--- src/rtl/hdmi_island_scheduler.sv ---
// hdmi_island_scheduler
// Schedules one HDMI data island per line inside horizontal blanking. Each
// packet slot goes to one packet source, and the module drives the framing
// strobes that the TERC4 data-island serializer needs.
//
// Ports
//   i_pixclk     pixel clock
//   i_reset      asynchronous active-high reset
//   i_hSync      horizontal sync, either polarity (only its transitions matter)
//   i_blank      1 during blanking
//   i_enable     0 prevents new islands; an island already running completes
//   i_req        level request per source, held until o_ack
//   o_island     high from the first preamble cycle through the last trailing guard cycle
//   o_preamble   high for the 8-cycle preamble
//   o_guard      high for the 2-cycle leading and 2-cycle trailing guard bands
//   o_pkt_first  high on the first cycle of each packet slot
//   o_grant      one-hot owner of the current slot, 0 outside slots
//   o_ack        one-cycle pulse to the owner on the last cycle of its slot
//   o_abort      one-cycle pulse when blanking ends inside an island
//
// Configuration macro HDMI_ISLAND_RR_EN
//   defined   : source 0 has strict priority; sources 1..NREQ-1 share slots
//               round-robin, starting at a pointer
//   undefined : fixed priority, and the lowest requesting index wins
module hdmi_island_scheduler #(
    parameter int NREQ     = 4,
    parameter int LEAD_DLY = 4,
    parameter int MAX_PKT  = 2,
    parameter int PKT_LEN  = 32
) (
    input  logic            i_pixclk,
    input  logic            i_reset,
    input  logic            i_hSync,
    input  logic            i_blank,
    input  logic            i_enable,
    input  logic [NREQ-1:0] i_req,
    output logic            o_island,
    output logic            o_preamble,
    output logic            o_guard,
    output logic            o_pkt_first,
    output logic [NREQ-1:0] o_grant,
    output logic [NREQ-1:0] o_ack,
    output logic            o_abort
);

    // One counter covers every phase, so it is sized for the longest phase.
    localparam int CNT_MAX = (PKT_LEN > LEAD_DLY) ? ((PKT_LEN > 8) ? PKT_LEN : 8)
                                                  : ((LEAD_DLY > 8) ? LEAD_DLY : 8);
    localparam int CNT_W   = $clog2(CNT_MAX);

    localparam logic [CNT_W-1:0] CNT_ZERO  = {CNT_W{1'b0}};
    localparam logic [CNT_W-1:0] CNT_ONE   = CNT_W'(1);
    localparam logic [CNT_W-1:0] WAIT_LAST = CNT_W'(LEAD_DLY - 1);
    localparam logic [CNT_W-1:0] PRE_LAST  = CNT_W'(7);
    localparam logic [CNT_W-1:0] GRD_LAST  = CNT_W'(1);
    localparam logic [CNT_W-1:0] ACK_AT    = CNT_W'(PKT_LEN - 2);
    localparam logic [CNT_W-1:0] SLOT_LAST = CNT_W'(PKT_LEN - 1);

    typedef enum logic [2:0] {
        S_IDLE     = 3'd0,
        S_WAIT     = 3'd1,
        S_PREAMBLE = 3'd2,
        S_GUARD_L  = 3'd3,
        S_PACKET   = 3'd4,
        S_GUARD_T  = 3'd5
    } state_t;

    state_t          state_r;
    logic [CNT_W-1:0] cnt_r;
    logic [4:0]      pktCnt_r;
    logic            armed_r;
    logic            hSyncPrev_r;
    logic            blankPrev_r;

    logic            hsEdge_s;
    logic            blankRise_s;
    logic            blankFall_s;
    logic [NREQ-1:0] elig_s;
    logic [NREQ-1:0] winner_s;
    logic [4:0]      pktCntNext_s;
    logic            morePkts_s;

`ifdef HDMI_ISLAND_RR_EN
    localparam int PTR_W = $clog2(NREQ);

    logic [PTR_W-1:0] rrPtr_r;

    // Source 0 wins outright. Otherwise the search starts at the pointer and
    // scans upward, wrapping from NREQ-1 back to 1 (never to 0).
    function automatic logic [NREQ-1:0] pickWinner(input logic [NREQ-1:0] elig,
                                                   input logic [PTR_W-1:0] ptr);
        logic [NREQ-1:0] win;
        logic            found;
        int              cand;
        win   = {NREQ{1'b0}};
        found = 1'b0;
        if (elig[0]) begin
            win[0] = 1'b1;
        end else begin
            for (int s = 0; s < NREQ - 1; s++) begin
                cand = int'(ptr) + s;
                if (cand > NREQ - 1) begin
                    cand = cand - (NREQ - 1);
                end else begin
                    cand = cand;
                end
                for (int i = 1; i < NREQ; i++) begin
                    if (!found && (i == cand) && elig[i]) begin
                        win[i] = 1'b1;
                        found  = 1'b1;
                    end else begin
                        found = found;
                    end
                end
            end
        end
        return win;
    endfunction

    // The pointer moves just past a non-zero winner. A grant to source 0 leaves it in place.
    function automatic logic [PTR_W-1:0] ptrAfter(input logic [NREQ-1:0] win,
                                                  input logic [PTR_W-1:0] ptr);
        logic [PTR_W-1:0] nxt;
        nxt = ptr;
        for (int i = 1; i < NREQ; i++) begin
            if (win[i]) begin
                nxt = (i == NREQ - 1) ? PTR_W'(1) : PTR_W'(i + 1);
            end else begin
                nxt = nxt;
            end
        end
        return nxt;
    endfunction

    assign winner_s = pickWinner(elig_s, rrPtr_r);
`else
    // Fixed priority: the lowest set index wins.
    function automatic logic [NREQ-1:0] pickWinner(input logic [NREQ-1:0] elig);
        logic [NREQ-1:0] win;
        logic            found;
        win   = {NREQ{1'b0}};
        found = 1'b0;
        for (int i = 0; i < NREQ; i++) begin
            if (!found && elig[i]) begin
                win[i] = 1'b1;
                found  = 1'b1;
            end else begin
                found = found;
            end
        end
        return win;
    endfunction

    assign winner_s = pickWinner(elig_s);
`endif

    assign hsEdge_s     = i_hSync ^ hSyncPrev_r;
    assign blankRise_s  = i_blank & ~blankPrev_r;
    assign blankFall_s  = ~i_blank & blankPrev_r;
    // The owner of the slot that is ending cannot win the next slot back to back.
    assign elig_s       = (state_r == S_PACKET) ? (i_req & ~o_grant) : i_req;
    assign pktCntNext_s = pktCnt_r + 5'd1;
    assign morePkts_s   = (pktCntNext_s < 5'(MAX_PKT)) && (|winner_s);

    // Registered copies of hSync and blank, used for edge detection
    always_ff @(posedge i_pixclk or posedge i_reset) begin
        if (i_reset) begin
            hSyncPrev_r <= 1'b0;
            blankPrev_r <= 1'b0;
        end else begin
            hSyncPrev_r <= i_hSync;
            blankPrev_r <= i_blank;
        end
    end

    // Island sequencer: phase counting, slot arbitration and registered framing outputs
    always_ff @(posedge i_pixclk or posedge i_reset) begin
        if (i_reset) begin
            state_r     <= S_IDLE;
            cnt_r       <= CNT_ZERO;
            pktCnt_r    <= 5'd0;
            armed_r     <= 1'b0;
            o_island    <= 1'b0;
            o_preamble  <= 1'b0;
            o_guard     <= 1'b0;
            o_pkt_first <= 1'b0;
            o_grant     <= {NREQ{1'b0}};
            o_ack       <= {NREQ{1'b0}};
            o_abort     <= 1'b0;
`ifdef HDMI_ISLAND_RR_EN
            rrPtr_r     <= PTR_W'(1);
`endif
        end else begin
            o_pkt_first <= 1'b0;
            o_ack       <= {NREQ{1'b0}};
            o_abort     <= 1'b0;
            if (blankRise_s) begin
                armed_r <= 1'b1;
            end
            if ((state_r != S_IDLE) && blankFall_s) begin
                // Blanking ended early: drop everything and do not ack the partial slot.
                state_r    <= S_IDLE;
                cnt_r      <= CNT_ZERO;
                pktCnt_r   <= 5'd0;
                armed_r    <= 1'b0;
                o_island   <= 1'b0;
                o_preamble <= 1'b0;
                o_guard    <= 1'b0;
                o_grant    <= {NREQ{1'b0}};
                o_abort    <= 1'b1;
            end else begin
                case (state_r)
                    S_IDLE: begin
                        // An edge arriving in the same cycle as the blank rise still triggers.
                        if (hsEdge_s && (armed_r || blankRise_s)) begin
                            state_r <= S_WAIT;
                            armed_r <= 1'b0;
                            cnt_r   <= CNT_ZERO;
                        end
                    end
                    S_WAIT: begin
                        if (cnt_r == WAIT_LAST) begin
                            cnt_r <= CNT_ZERO;
                            if (i_enable && (|i_req)) begin
                                state_r    <= S_PREAMBLE;
                                o_island   <= 1'b1;
                                o_preamble <= 1'b1;
                            end else begin
                                state_r <= S_IDLE;
                            end
                        end else begin
                            cnt_r <= cnt_r + CNT_ONE;
                        end
                    end
                    S_PREAMBLE: begin
                        if (cnt_r == PRE_LAST) begin
                            state_r    <= S_GUARD_L;
                            cnt_r      <= CNT_ZERO;
                            o_preamble <= 1'b0;
                            o_guard    <= 1'b1;
                        end else begin
                            cnt_r <= cnt_r + CNT_ONE;
                        end
                    end
                    S_GUARD_L: begin
                        if (cnt_r == GRD_LAST) begin
                            cnt_r    <= CNT_ZERO;
                            pktCnt_r <= 5'd0;
                            if (|winner_s) begin
                                state_r     <= S_PACKET;
                                o_guard     <= 1'b0;
                                o_grant     <= winner_s;
                                o_pkt_first <= 1'b1;
`ifdef HDMI_ISLAND_RR_EN
                                rrPtr_r     <= ptrAfter(winner_s, rrPtr_r);
`endif
                            end else begin
                                // Every request dropped: go straight to the trailing guard band.
                                state_r <= S_GUARD_T;
                            end
                        end else begin
                            cnt_r <= cnt_r + CNT_ONE;
                        end
                    end
                    S_PACKET: begin
                        if (cnt_r == SLOT_LAST) begin
                            cnt_r    <= CNT_ZERO;
                            pktCnt_r <= pktCntNext_s;
                            if (morePkts_s) begin
                                o_grant     <= winner_s;
                                o_pkt_first <= 1'b1;
`ifdef HDMI_ISLAND_RR_EN
                                rrPtr_r     <= ptrAfter(winner_s, rrPtr_r);
`endif
                            end else begin
                                state_r <= S_GUARD_T;
                                o_grant <= {NREQ{1'b0}};
                                o_guard <= 1'b1;
                            end
                        end else begin
                            cnt_r <= cnt_r + CNT_ONE;
                            // Registered ack: set one cycle early so it lands on the slot's last cycle.
                            if (cnt_r == ACK_AT) begin
                                o_ack <= o_grant;
                            end
                        end
                    end
                    S_GUARD_T: begin
                        if (cnt_r == GRD_LAST) begin
                            state_r  <= S_IDLE;
                            cnt_r    <= CNT_ZERO;
                            o_island <= 1'b0;
                            o_guard  <= 1'b0;
                        end else begin
                            cnt_r <= cnt_r + CNT_ONE;
                        end
                    end
                    default: begin
                        state_r    <= S_IDLE;
                        cnt_r      <= CNT_ZERO;
                        pktCnt_r   <= 5'd0;
                        o_island   <= 1'b0;
                        o_preamble <= 1'b0;
                        o_guard    <= 1'b0;
                        o_grant    <= {NREQ{1'b0}};
                    end
                endcase
            end
        end
    end

endmodule

--- config.mk ---
export PLATFORM = sky130hd
export DESIGN_NAME = hdmi_island_scheduler
export DESIGN_NICKNAME = d
export VERILOG_FILES = /design/src/rtl/hdmi_island_scheduler.sv
export SDC_FILE = /design/constraint.sdc
export NUM_CORES = 1
export LEC_CHECK = 0
export BUFFER_PORTS_ARGS = -buffer_cell sky130_fd_sc_hd__buf_2
export CAP_MARGIN = 15
export CORE_AREA = 4 4 61 63
export CTS_CLUSTER_DIAMETER = 200
export DETAILED_ROUTE_END_ITERATION = 8
export DIE_AREA = 0 0 65 67
export PLACE_DENSITY_LB_ADDON = 0.2
export SYNTH_ARGS = -nofsm -noshare
export SYNTH_HDL_FRONTEND = slang
export SYNTH_SLANG_ARGS = --single-unit
export TNS_END_PERCENT = 50
--- constraint.sdc ---
create_clock -name i_pixclk -period 3.35 [get_ports i_pixclk]
set_input_delay 1.005 -clock i_pixclk [delete_from_list [all_inputs] [get_ports i_pixclk]]
set_output_delay 1.005 -clock i_pixclk [all_outputs]
set_load 0.005 [all_outputs]
==> impl_metrics.py <==
metrics = {
    "finish": {
        "final_common_cell": "dfrtp_1",
        "final_core_util": 0.646,
        "n_antenna_cell": 0,
        "layout-drive-gt1-share": 0.206,
        "syn_to_final_growth_pct": 11.3,
        "final_cell_mix": "dfrtp_1 (29), nor2_1 (21), buf_2 (21), o21ai_0 (19), nand2_1 (18)",
        "fin_nets": 251,
    },
    "sta": {
        "holdWs_ns": 0.495,
        "setup_viol": 0,
        "fin_crit_sh": 0.708,
        "min_period_ns": 2.37,
        "tightest_slew_ns": 0.580,
        "final_hold_viol_count": 0,
        "slew_headroom": 0.608,
        "grt_setup_unrepaired": "no",
        "slew_viol_final": 0,
        "worst_clock_skew_ns": 0.0118,
        "max_freq_ghz": 0.422,
        "fin_tns_setup_ns": 0,
    },
    "worst_setup_path": {
        "r2r_setup_slack_ns": 1.00,
        "critPathKind": "input pin to flip-flop",
        "cpMaxStageDelayCell": "nand2b_1",
        "crit_path_max_fanout": 13,
        "cp-start-kind": "input pin",
        "cpMostUsedCell": "nand2b_1",
        "slowest_delay_ns": 0.39,
        "worstPathCellList": "buf_2 > nand2b_1 > nand2b_1 > o22ai_1 > buf_4 > a41o_1 > mux2_2",
        "critPathArrivalTime_ns": 2.60,
        "cp.required_ns": 3.58,
        "crit_path_end_kind": "flip-flop",
    },
    "power": {
        "switching_power_uw": 561,
        "p_leak_uw": 0.000955,
        "cellPowerDensity_nw_per_um2": 631,
        "pwr-share-comb": 0.500,
        "vdd_drop_max_mv": 0.463,
        "clkPwrFrac": 0.159,
        "p_seq_frac": 0.341,
        "p_int_uw": 756,
        "swShare": 0.426,
    },
    "floorplan": {
        "dieArea_um2": 4360,
        "die_y_um": 67,
        "num_io_pins": 22,
        "die_w_um": 65,
        "rows": 21,
        "start_util": 0.581,
        "core_area_um2": 3230,
    },
    "global_route": {
        "antenna_found_initial": 0,
        "grt_pass1_vias": 1618,
        "grt_start_max_net_pins": 30,
        "overflow": 0,
        "grt_pass1_wl_um": 7810,
        "grt_usage": 0.236,
    },
    "clock_tree": {
        "clock-sinks": 29,
        "cts_tree": "done",
        "postCtsSetupBuffers": 0,
        "clock_path_buffers": 2,
        "cts_resized": 0,
        "cts_buffers": 5,
        "clock_latency_ns": 0.33,
        "cts_hold_buf": 0,
        "clockRootBuffer": "clkbuf_4",
        "clk_pin_slew_ns": 0.11,
        "htree_levels": 2,
    },
    "synth": {
        "ys_ff_latch": 29,
        "synth_area_leader_cell": "dfrtp_1",
        "avgSynthCellArea_um2": 8.77,
        "seq_area_frac_synth": 0.387,
        "yosys.area.top_type_share": 0.387,
        "synth_cell_types": 60,
        "synth_ff_type": "dfrtp_1",
        "synthesis.nets": 228,
        "synth.area.top_cells": "dfrtp_1 (39%), o21ai_0 (5.1%), nor2_1 (4.2%)",
        "synth_edf_count": 0,
        "synthesis.instances": 214,
        "ys_warn_count": 0,
        "synth_async_sr_flop_share": 1.00,
        "synth_area_um2": 1880,
    },
    "place": {
        "place_congestion": 0.885,
        "port_buffers": 21,
        "post-dp-hpwl_um": 3160,
    },
    "hold_path": {
        "hp-class": "flip-flop to flip-flop",
    },
    "routing": {
        "dr.first_iter.drc_count": 123,
        "drt_wl_total_um": 4330,
        "via_count": 1689,
        "drtAntennaViolNets": 0,
        "vias_per_cell": 5.95,
        "drc": 0,
        "wl_per_cell_um": 15.2,
        "dr.pass1.iters": 4,
    },
    "outcome": {
        "outcome": "finished clean",
    },
    "flow_run": {
        "maxCapViolations": 0,
    },
}
==> path summary, 6_finish.rpt <==
check	cells after the start	startpoint	end
worst max-delay path	7	i_blank	o_grant[2]
worst min-delay path	1	o_island	o_island
worst max register to register	8	cnt_r[1]	o_grant[2]
worst min register to register	1	o_island	o_island
max in group asynchronous	3	i_reset	o_preamble
min in group asynchronous	3	i_reset	pktCnt_r[2]
==> sequential cells by signal (all words and copies together), names as in the netlist <==
register and count:
cnt_r 5, o_grant 4, state_r 3, hSyncPrev_r 1, o_abort 1, blankPrev_r 1, pktCnt_r 5, o_ack 4
o_preamble 1, o_pkt_first 1, o_island 1, o_guard 1, armed_r 1
==> kinds of logic after synthesis <==
| family | after synthesis | synth area share |
|---|---|---|
| AOI/OAI and AO/OA | 67 | 0.253 |
| xor gates and xnor gates | 2 | 0.00934 |
| adders and majority gates | 5 | 0.0333 |
| buffers and inverters | 19 | 0.0433 |
| DFF | 29 | 0.387 |
| muxes | 2 | 0.0120 |
| and+or+nand+nor | 90 | 0.263 |
==> area by class of cell <==
cell class                 instances  area, um2
timing repair buffer              27        150
fill                             317       1140
clock inverter                     3       17.5
tap                               46       57.6
clock buffer                       5       37.5
inverter                           8       30.0
sequential                        29        726
multi-input combinational        166       1070
==> power by group through the flow <==
stage / Combinational (uW) / Clock (uW) / Sequential, uW
after floorplan: 490 / 0 / 453
after global placement: 641 / 0 / 451
after detailed placement: 650 / 0 / 456
after CTS: 655 / 215 / 449
after global routing: 735 / 237 / 459
final: 659 / 209 / 449
==> cells in the mapped netlist, drive strengths merged, types with 2 or more instances <==
master,instances
dfrtp,29
nor2,21
o21ai,19
nand2,18
inv,8
a21oi,7
nand3,7
and2,6
clkbuf,6
nor3,6
buf,5
ha,5
a31oi,4
nand2b,4
nor2b,4
o21a,4
o22ai,4
a21o,3
a22o,3
and3,3
nand3b,3
a21boi,2
a2bb2oi,2
a311oi,2
a32o,2
a41o,2
and3b,2
mux2,2
nand4,2
nand4bb,2
nor4b,2
o31ai,2
or2,2
or3,2
==> stage by stage <==
| stage | cells | power [uW] | area, um2 | setup slack, ns |
|---|---|---|---|---|
| finish | 284 | 1320 | 2090 | 0.980 |
| global route | 284 | 1430 | 2090 | 0.854 |
| CTS | 284 | 1320 | 2090 | 1.00 |
| detailed placement | 276 | 1110 | 2030 | 0.632 |
| global placement | 276 | 1090 | 2030 | 0.743 |
| floorplan | 214 | 943 | 1880 | 1.23 |
==> routing by layer <==
metal  global-route usage  part of all wire
met5                    0                 0
met4               0.0950             0.021
met3               0.0506             0.041
met2                0.356              0.47
met1                0.326              0.47
==> worst max-delay path: cells and delay by family <==
| kind | cells | cell delay (ns) |
|---|---|---|
| buffers and inverters | 2 | 0.32 |
| AND/OR/NAND/NOR | 2 | 0.58 |
| AO/OA/AOI/OAI | 2 | 0.35 |
| multiplexers | 1 | 0.35 |
Power figures use the tool's default switching activity.
